$ cat config.mk
export PLATFORM = sky130hd
export DESIGN_NAME = systolic_pe
export DESIGN_NICKNAME = d
export VERILOG_FILES = /design/src/rtl/npu_pkg.sv /design/src/rtl/mac.sv /design/src/rtl/systolic_pe.sv
export SDC_FILE = /design/constraint.sdc
export NUM_CORES = 1
export LEC_CHECK = 0
export BUFFER_PORTS_ARGS = -buffer_cell sky130_fd_sc_hd__buf_2
export CAP_MARGIN = 10
export CORE_ASPECT_RATIO = 0.8
export CORE_UTILIZATION = 55
export DETAILED_ROUTE_END_ITERATION = 6
export PLACE_DENSITY_LB_ADDON = 0.05
export SLEW_MARGIN = 20
export SYNTH_ARGS = -nofsm -noshare
export SYNTH_HDL_FRONTEND = slang
export SYNTH_SLANG_ARGS = --single-unit
$ cat constraint.sdc
create_clock -name clk -period 6.9 [get_ports clk]
set_input_delay 0.69 -clock clk [delete_from_list [all_inputs] [get_ports clk]]
set_output_delay 0.69 -clock clk [all_outputs]
set_load 0.05 [all_outputs]
$ cat src/rtl/npu_pkg.sv
// Shared types and helpers for the NPU systolic array processing elements.
package npu_pkg;

    localparam int unsigned DEFAULT_DATA_W = 16;
    localparam int unsigned DEFAULT_CNT_W  = 16;
    localparam int unsigned SAT_CALC_W     = 64;

    typedef enum logic {
        EMPTY  = 1'b0,
        LOADED = 1'b1
    } pe_state_t;

    // Clamp a wide signed value into the signed range of a data_w-bit word.
    function automatic logic signed [SAT_CALC_W-1:0] sat_to_data_w(
        input logic signed [SAT_CALC_W-1:0] value,
        input int unsigned                  data_w
    );
        logic signed [SAT_CALC_W-1:0] hi;
        logic signed [SAT_CALC_W-1:0] lo;
        hi = (SAT_CALC_W'(64'sd1) <<< (data_w - 1)) - SAT_CALC_W'(64'sd1);
        lo = -(SAT_CALC_W'(64'sd1) <<< (data_w - 1));
        if (value > hi) begin
            return hi;
        end else if (value < lo) begin
            return lo;
        end
        return value;
    endfunction

endpackage

$ cat src/rtl/mac.sv
// Signed multiply-add: result = act * weight + psum, wrapped to DATA_W bits.
module mac
    import npu_pkg::*;
#(
    parameter int unsigned DATA_W = DEFAULT_DATA_W
) (
    input  logic [DATA_W-1:0] act,
    input  logic [DATA_W-1:0] weight,
    input  logic [DATA_W-1:0] psum,
    output logic [DATA_W-1:0] result
);

    localparam int unsigned PROD_W = 2 * DATA_W;

    logic signed [PROD_W-1:0] act_ext;
    logic signed [PROD_W-1:0] weight_ext;
    logic signed [PROD_W-1:0] psum_ext;
    logic signed [PROD_W-1:0] prod;

    assign act_ext    = PROD_W'($signed(act));
    assign weight_ext = PROD_W'($signed(weight));
    assign psum_ext   = PROD_W'($signed(psum));
    assign prod       = act_ext * weight_ext;
    assign result     = DATA_W'(prod + psum_ext);

endmodule

$ cat src/rtl/systolic_pe.sv
// Weight-stationary systolic PE: holds one weight, forwards activations east and sums south.
// Define PE_SAT_EN to saturate the MAC result instead of wrapping it.
module systolic_pe
    import npu_pkg::*;
#(
    parameter int unsigned DATA_W = DEFAULT_DATA_W,
    parameter int unsigned CNT_W  = DEFAULT_CNT_W
) (
    input  logic              clk,
    input  logic              rst,
    input  logic [DATA_W-1:0] weight_in,
    input  logic              weight_shift,
    input  logic              weight_clr,
    output logic [DATA_W-1:0] weight_out,
    input  logic [DATA_W-1:0] act_in,
    input  logic              act_valid_in,
    input  logic [DATA_W-1:0] psum_in,
    output logic [DATA_W-1:0] act_out,
    output logic              act_valid_out,
    output logic [DATA_W-1:0] psum_out,
    output logic              psum_valid_out,
    output logic              weight_loaded,
    output logic              err_no_weight,
    output logic [CNT_W-1:0]  mac_count
);

    pe_state_t         state;
    logic [DATA_W-1:0] mac_result;

`ifdef PE_SAT_EN
    localparam int unsigned WIDE_W = 2 * DATA_W + 1;

    logic signed [WIDE_W-1:0] wide_sum;

    assign wide_sum   = WIDE_W'($signed(act_in)) * WIDE_W'($signed(weight_out))
                      + WIDE_W'($signed(psum_in));
    assign mac_result = DATA_W'(sat_to_data_w(SAT_CALC_W'(wide_sum), DATA_W));
`else
    mac #(
        .DATA_W (DATA_W)
    ) u_mac (
        .act    (act_in),
        .weight (weight_out),
        .psum   (psum_in),
        .result (mac_result)
    );
`endif

    assign weight_loaded = (state == LOADED);

    // MAC uses the weight held before the edge; clear overrides shift and the count.
    always_ff @(posedge clk) begin
        if (rst) begin
            state          <= EMPTY;
            weight_out     <= '0;
            act_out        <= '0;
            act_valid_out  <= 1'b0;
            psum_out       <= '0;
            psum_valid_out <= 1'b0;
            err_no_weight  <= 1'b0;
            mac_count      <= '0;
        end else begin
            act_out        <= act_in;
            act_valid_out  <= act_valid_in;
            psum_valid_out <= 1'b0;

            if (act_valid_in) begin
                if (state == LOADED) begin
                    psum_out       <= mac_result;
                    psum_valid_out <= 1'b1;
                    if (mac_count != {CNT_W{1'b1}}) begin
                        mac_count <= mac_count + CNT_W'(1);
                    end
                end else begin
                    err_no_weight <= 1'b1;
                end
            end

            if (weight_clr) begin
                state      <= EMPTY;
                weight_out <= '0;
                mac_count  <= '0;
            end else if (weight_shift) begin
                state      <= LOADED;
                weight_out <= weight_in;
            end
        end
    end

endmodule

==> flow_summary_export.csv, run 1 <==
group,metric,value,unit
placement,dpl.cell_count,1061,
logic_synthesis,synth.net_count,1012,
logic_synthesis,ys_async_sr_fraction,0,
placement,placed_area,7830,sq um
clocking,htreeDepth,3,
worst_setup_path,cp.required,7.17,ns
global_routing,grt_max_degree,39,
logic_synthesis,yosysWarningCount,0,
clocking,cts_tree,"yes",
global_routing,track_usage,0.283,
clocking,cts_max_path_buffers,2,
floorplanning,die_y,104,um
clocking,cts.sinks,68,
layout,fin_nets,1115,
worst_setup_path,start_kind,"flip-flop",
logic_synthesis,synth_seq_cells,68,
logic_synthesis,synth_most_common_cell,"inv_1",
logic_synthesis,synth_top_area_share,0.261,
power_and_ir_drop,leakagePower,4.17,nW
power_and_ir_drop,ir_drop,161,uV
worst_setup_path,worstReg2RegStart,"weight_out[5]$_SDFFE_PP0P_",
logic_synthesis,synth_edf_count,0,
logic_synthesis,synth.distinct_cells,49,
detailed_routing,drtIter0Drc,200,
placement,dp_hpwl,13.7,mm
clocking,post_cts_buffers,0,
detailed_routing,wirelength,17.2,mm
worst_setup_path,critPathLaunch,"weight_out[5]$_SDFFE_PP0P_",
logic_synthesis,synth_commonest_cells,"167 x inv_1, 93 x fa_1, 83 x and2_1",
clocking,cts_buffers,9,
worst_setup_path,worst-path-buf-inv,4,
worst_setup_path,crit_path_end_kind,"flip-flop",
hold_path,hold_class,"flip-flop to flip-flop",
hold_path,hp-start,"psum_out[12]$_SDFFE_PP0P_",
timing,finalHoldViolations,0,
global_routing,grt_pass1_wl,29.2,mm
timing,tns,0,ns
detailed_routing,firstDrtPassIters,5,
floorplanning,core,12400,sq um
clocking,clk-insertion-delay-late,0.34,ns
layout,nFillCells,1105,
timing,fmax,175,MHz
status,status,"completed",
timing,min_period,5.72,ns
logic_synthesis,avgSynthCellArea,8.94,sq um
floorplanning,die_w,129,um
detailed_routing,vias,5499,
clocking,post_cts_resized,0,
worst_setup_path,cp_common_cell,"fa_1",
timing,finalCritPeriodShare,0.829,
clocking,path_clk_slew,0.06,ns
worst_setup_path,crit_type,"flip-flop to flip-flop",
timing,clock_skew,0.00563,ns
global_routing,grt_overflow,0,
layout,drive_above_1_share,0.164,
logic_synthesis,synth.largest_area_cell,"fa_1",
layout,stdcell_count,1078,
layout,area_delta_synth_final,14.4,%
timing,rsz0062_at_grt,"false",
logic_synthesis,synthFlopType,"dfxtp_1",
floorplanning,pin_count,121,
timing,worst_pin_slew,0.761,ns
global_routing,antenna_found_initial,0,
placement,routabilityCongestion,0.854,
logic_synthesis,synth_area,7140,sq um
worst_setup_path,cpPeakStageDelay,0.68,ns
detailed_routing,wl_per_cell,16.0,um
global_routing,grt_pass1_vias,5904,
logic_synthesis,synthTopCellsByArea,"fa_1 26%, dfxtp_1 19%, ha_1 12%",
worst_setup_path,crit_fanout,13,
layout,final_cell_area,8170,sq um
timing,relSlewSlack,0.491,
placement,portBuffers,120,
worst_setup_path,timing.critical_path.max_delay_family,"adder cells",
logic_synthesis,syn_inst,799,
floorplanning,dieArea,13500,sq um
worst_setup_path,crit_arrival,5.99,ns
detailed_routing,via_per_inst,5.10,
layout,final_util,0.657,
timing,finalSetupViolCount,0,
worst_setup_path,crit_chain,"and2_1 -> fa_1 -> inv_1 -> fa_1 -> fa_1 -> inv_1 -> fa_1 -> fa_1 -> inv_1 -> fa_1 -> inv_1 -> ha_1 -> a21oi_1 -> o21ai_1 -> nor3_1 -> a21oi_1 -> xnor3_1 -> nand2_1 -> a21oi_2",
logic_synthesis,ys_seq_area_frac,0.191,
detailed_routing,drc_errors,0,
layout,diodes,0,
timing,final_max_slew_viol_count,0,
floorplanning,initial_core_util,0.575,
worst_setup_path,crit_slowest_cell,"dfxtp_1",
power_and_ir_drop,p_per_area,173,nW/um^2
clocking,root_buffer,"clkbuf_16",
floorplanning,row_count,36,
flow_run,drv_cap,0,
detailed_routing,ant_nets,0,
clocking,ctsHoldBuffers,0,
[flip-flops by register name, indices dropped and copies added (netlist names)]
| register | cells |
|---|---|
| psum_out | 16 |
| act_valid_out | 1 |
| mac_count | 16 |
| psum_valid_out | 1 |
| act_out | 16 |
| weight_loaded | 1 |
| weight_out | 16 |
| err_no_weight | 1 |
[where the power goes]
group	leakage (nW)	switching [W]	internal (W)
clock network	0.159	0.000186	0.000326
registers	0.555	0.0000137	0.000407
logic	3.45	0.000288	0.000190
total	4.17	0.000487	0.000923
[per-stage QoR]
stage / hold WS (ns) / power, W / worst slack (ns)
2_1_floorplan: 0.667 / 0.000775 / 1.31
3_3_place_gp: 0.441 / 0.000893 / 1.07
3_5_place_dp: 0.449 / 0.000905 / 0.931
4_1_cts: 0.456 / 0.00142 / 1.21
5_1_grt: 0.473 / 0.00150 / 0.951
6_report: 0.451 / 0.00141 / 1.18
[final timing paths]
| path | to | slack (ns) | cells past startpoint |
|---|---|---|---|
| setup / recovery | psum_out[15]$_SDFFE_PP0P_ | 1.18 | 19 |
| hold / removal | psum_out[12]$_SDFFE_PP0P_ | 0.45 | 2 |
| setup reg to reg | psum_out[15]$_SDFFE_PP0P_ | 1.18 | 19 |
| hold reg to reg | psum_out[12]$_SDFFE_PP0P_ | 0.45 | 2 |
[per-layer routing]
| metal | up-vias | wire [um] | global-route usage |
|---|---|---|---|
| met3 | 17 | 1050 | 0.0638 |
| met5 | - | 0 | 0 |
| met1 | 2704 | 8110 | 0.396 |
| li1 | 2617 | - | - |
| met2 | 161 | 7920 | 0.450 |
| met4 | 0 | 166 | 0.0556 |
[area by class of cell]
type | instances | area [sq um] | area share
clock inverters | 6 | 86.3 | 0.0106
repair buffers | 124 | 638 | 0.0781
inverters | 167 | 627 | 0.0767
multi-input cells | 532 | 5010 | 0.613
well taps | 171 | 214 | 0.0262
clock buffers | 10 | 239 | 0.0292
flip-flops and latches | 68 | 1360 | 0.167
[cells in the final DEF, fill, tap and decap left out, types with 17 or more instances in the layout]
cell type | synthesis | layout
fa_1 | 93 | 93
and2_1 | 83 | 83
a21oi_1 | 21 | 21
inv_1 | 167 | 167
dfxtp_1 | 68 | 68
xnor2_1 | 28 | 28
nor2_1 | 39 | 39
buf_2 | 5 | 120
mux2i_1 | 17 | 17
nand2_1 | 80 | 80
nor2b_1 | 20 | 20
ha_1 | 67 | 67
[kinds of logic after synthesis]
family / Yosys count / share of synthesized area
multiplexers: 17 / 0.0238
XOR/XNOR: 47 / 0.0653
adder cells (fa/ha/maj): 160 / 0.378
buffers and inverters: 199 / 0.109
AND/OR/NAND/NOR: 258 / 0.189
flip-flops: 68 / 0.191
AO/OA/AOI/OAI: 50 / 0.0448
[worst register-to-register path, cell delays in order (launching register included)]
cell and delay (ns):
dfxtp_1 0.68, and2_1 0.24, fa_1 0.41, inv_1 0.08, fa_1 0.43, fa_1 0.51
inv_1 0.06, fa_1 0.50, fa_1 0.55, inv_1 0.05, fa_1 0.54, inv_1 0.04
ha_1 0.35, a21oi_1 0.19, o21ai_1 0.12, nor3_1 0.20, a21oi_1 0.10, xnor3_1 0.38
nand2_1 0.07, a21oi_2 0.15
Power figures use the tool's default switching activity.
==> run 2, diff against run 1 <==
- clock period: 6.9 -> 5.6 ns (I/O delays scaled with it)
==> run 2 against run 1 <==
  * Largest cell class unchanged
  * Critical path depth decreased by 3
  * Largest power group is now combinational logic
  * Core utilization rose by 1.8 points
  * Critical endpoint unchanged
  * Hold slack about the same
  * Sequential power increased by 23%
  * Global-route usage about the same
==> flow_summary_export.csv, run 2 (synthesis gave the netlist of run 1 again) <==
group,metric,value,unit
status,status,"completed",
global_routing,grt_pass1_vias,6008,
placement,dpl.cell_count,1089,
clocking,cts.sinks,68,
worst_setup_path,cp.required,5.87,ns
timing,finalCritPeriodShare,0.941,
placement,portBuffers,120,
power_and_ir_drop,switching_share,0.337,
placement,routabilityCongestion,0.877,
worst_setup_path,crit_fanout,11,
timing,finalSetupViolCount,0,
placement,placed_area,8040,sq um
layout,nFillCells,1056,
floorplanning,die_w,129,um
clocking,ctsHoldBuffers,0,
power_and_ir_drop,p_clk_frac,0.350,
layout,final_util,0.676,
global_routing,track_usage,0.283,
layout,final_cell_mix,"167 x inv_1, 120 x buf_2, 93 x fa_1",
clocking,cts_max_path_buffers,2,
clocking,root_buffer,"clkbuf_16",
timing,final_max_slew_viol_count,0,
detailed_routing,via_per_inst,5.06,
floorplanning,die_y,104,um
timing,worst_pin_slew,1.10,ns
timing,fmax,190,MHz
layout,final_cell_area,8400,sq um
worst_setup_path,crit_type,"flip-flop to flip-flop",
power_and_ir_drop,p_per_area,211,nW/um^2
detailed_routing,wirelength,17.5,mm
timing,min_period,5.27,ns
layout,stdcell_count,1105,
hold_path,hold_class,"flip-flop to flip-flop",
worst_setup_path,crit_path_end_kind,"flip-flop",
worst_setup_path,cpPeakStageDelay,0.57,ns
timing,finalHoldViolations,0,
detailed_routing,vias,5589,
detailed_routing,drtIter0Drc,283,
layout,drive_above_1_share,0.199,
detailed_routing,wl_per_cell,15.9,um
floorplanning,row_count,36,
layout,seq_area,1370,sq um
timing,clock_skew,0.00744,ns
clocking,cts_tree,"yes",
layout,area_delta_synth_final,17.6,%
floorplanning,pin_count,121,
clocking,post_cts_buffers,0,
worst_setup_path,worst-path-buf-inv,2,
power_and_ir_drop,p_sw,0.000597,W
worst_setup_path,crit_arrival,5.54,ns
global_routing,grt_pass1_wl,29.1,mm
power_and_ir_drop,leakagePower,4.31,nW
worst_setup_path,start_kind,"flip-flop",
worst_setup_path,crit_chain,"buf_4 -> and2_1 -> fa_1 -> inv_1 -> fa_1 -> fa_1 -> fa_1 -> fa_1 -> fa_1 -> xor2_1 -> xnor2_1 -> xnor2_1 -> xnor3_1 -> xnor3_1 -> nand2_1 -> a21oi_2",
worst_setup_path,timing.critical_path.max_delay_family,"adder cells",
layout,multi_input_area,5030,sq um
timing,tns,0,ns
placement,dp_hpwl,14.2,mm
clocking,path_clk_slew,0.06,ns
floorplanning,initial_core_util,0.575,
global_routing,grt_max_degree,39,
global_routing,grt_overflow,0,
detailed_routing,firstDrtPassIters,6,
clocking,clk-insertion-delay-late,0.34,ns
flow_run,drv_cap,0,
power_and_ir_drop,ir_drop,190,uV
detailed_routing,drc_errors,0,
detailed_routing,ant_nets,0,
power_and_ir_drop,finalPower,0.00177,W
clocking,cts_buffers,9,
power_and_ir_drop,p_comb_frac,0.358,
layout,diodes,0,
floorplanning,dieArea,13500,sq um
clocking,post_cts_resized,0,
power_and_ir_drop,p_seq_frac,0.292,
clocking,htreeDepth,3,
worst_setup_path,crit_slowest_cell,"fa_1",
timing,rsz0062_at_grt,"false",
layout,mostFrequentLayoutCell,"inv_1",
timing,relSlewSlack,0.269,
floorplanning,core,12400,sq um
global_routing,antenna_found_initial,0,
layout,fin_nets,1142,
power_and_ir_drop,p_int,0.00117,W
worst_setup_path,cp_common_cell,"fa_1",
-- run 2: changes by cell type in the layout (fill, tap and decap cells not counted), moves of 2 or more --
cell,delta
clkinv_4,+2
dfxtp_1,-7
dfxtp_2,+6
buf_4,+28
-- run 2: metrics by stage --
| stage | hold slack [ns] | worst slack [ns] |
|---|---|---|
| 2_1_floorplan | 0.667 | 0.0103 |
| 3_3_place_gp | 0.441 | -0.0498 |
| 3_5_place_dp | 0.444 | -0.115 |
| 4_1_cts | 0.452 | 0.0909 |
| 5_1_grt | 0.473 | 0.102 |
| 6_report | 0.450 | 0.328 |
-- run 2: cell type report --
class,instances,share of cell area
clock inverter,6,0.0104
multi-input combinational,532,0.598
sequential,68,0.163
clock buffer,10,0.0285
tap,171,0.0255
inverter,167,0.0746
timing repair buffer,151,0.0992
-- run 2: power by group through the flow --
stage | Combinational [W] | Sequential (W) | Clock, W
floorplan | 0.000372 | 0.000583 | 0
global placement | 0.000609 | 0.000526 | 0
detailed placement | 0.000619 | 0.000526 | 0
CTS | 0.000626 | 0.000516 | 0.000630
global route | 0.000711 | 0.000518 | 0.000649
finish | 0.000634 | 0.000516 | 0.000620
-- run 2: layer usage --
| layer | track usage | part of all wire | vias up |
|---|---|---|---|
| met3 | 0.0525 | 0.073 | 30 |
| met4 | 0.0847 | 0.019 | 0 |
| met1 | 0.384 | 0.45 | 2715 |
| met2 | 0.457 | 0.46 | 172 |
| met5 | 0 | 0 | - |
| li1 | - | - | 2672 |
-- run 2: worst paths after layout --
path,start,to,slack [ns],cells past startpoint
worst min register to register,psum_out[8]$_SDFFE_PP0P_,psum_out[8]$_SDFFE_PP0P_,0.45,2
worst min-delay path,psum_out[8]$_SDFFE_PP0P_,psum_out[8]$_SDFFE_PP0P_,0.45,2
worst max-delay path,weight_out[2]$_SDFFE_PP0P_,psum_out[15]$_SDFFE_PP0P_,0.33,16
worst max register to register,weight_out[2]$_SDFFE_PP0P_,psum_out[15]$_SDFFE_PP0P_,0.33,16
-- run 2: tightest hold or removal path, delay by kind of cell, from the launching register on --
family	cells	cell delay, ns
flip-flops	1	0.31
AND/OR/NAND/NOR	1	0.05
AO/OA/AOI/OAI	1	0.05
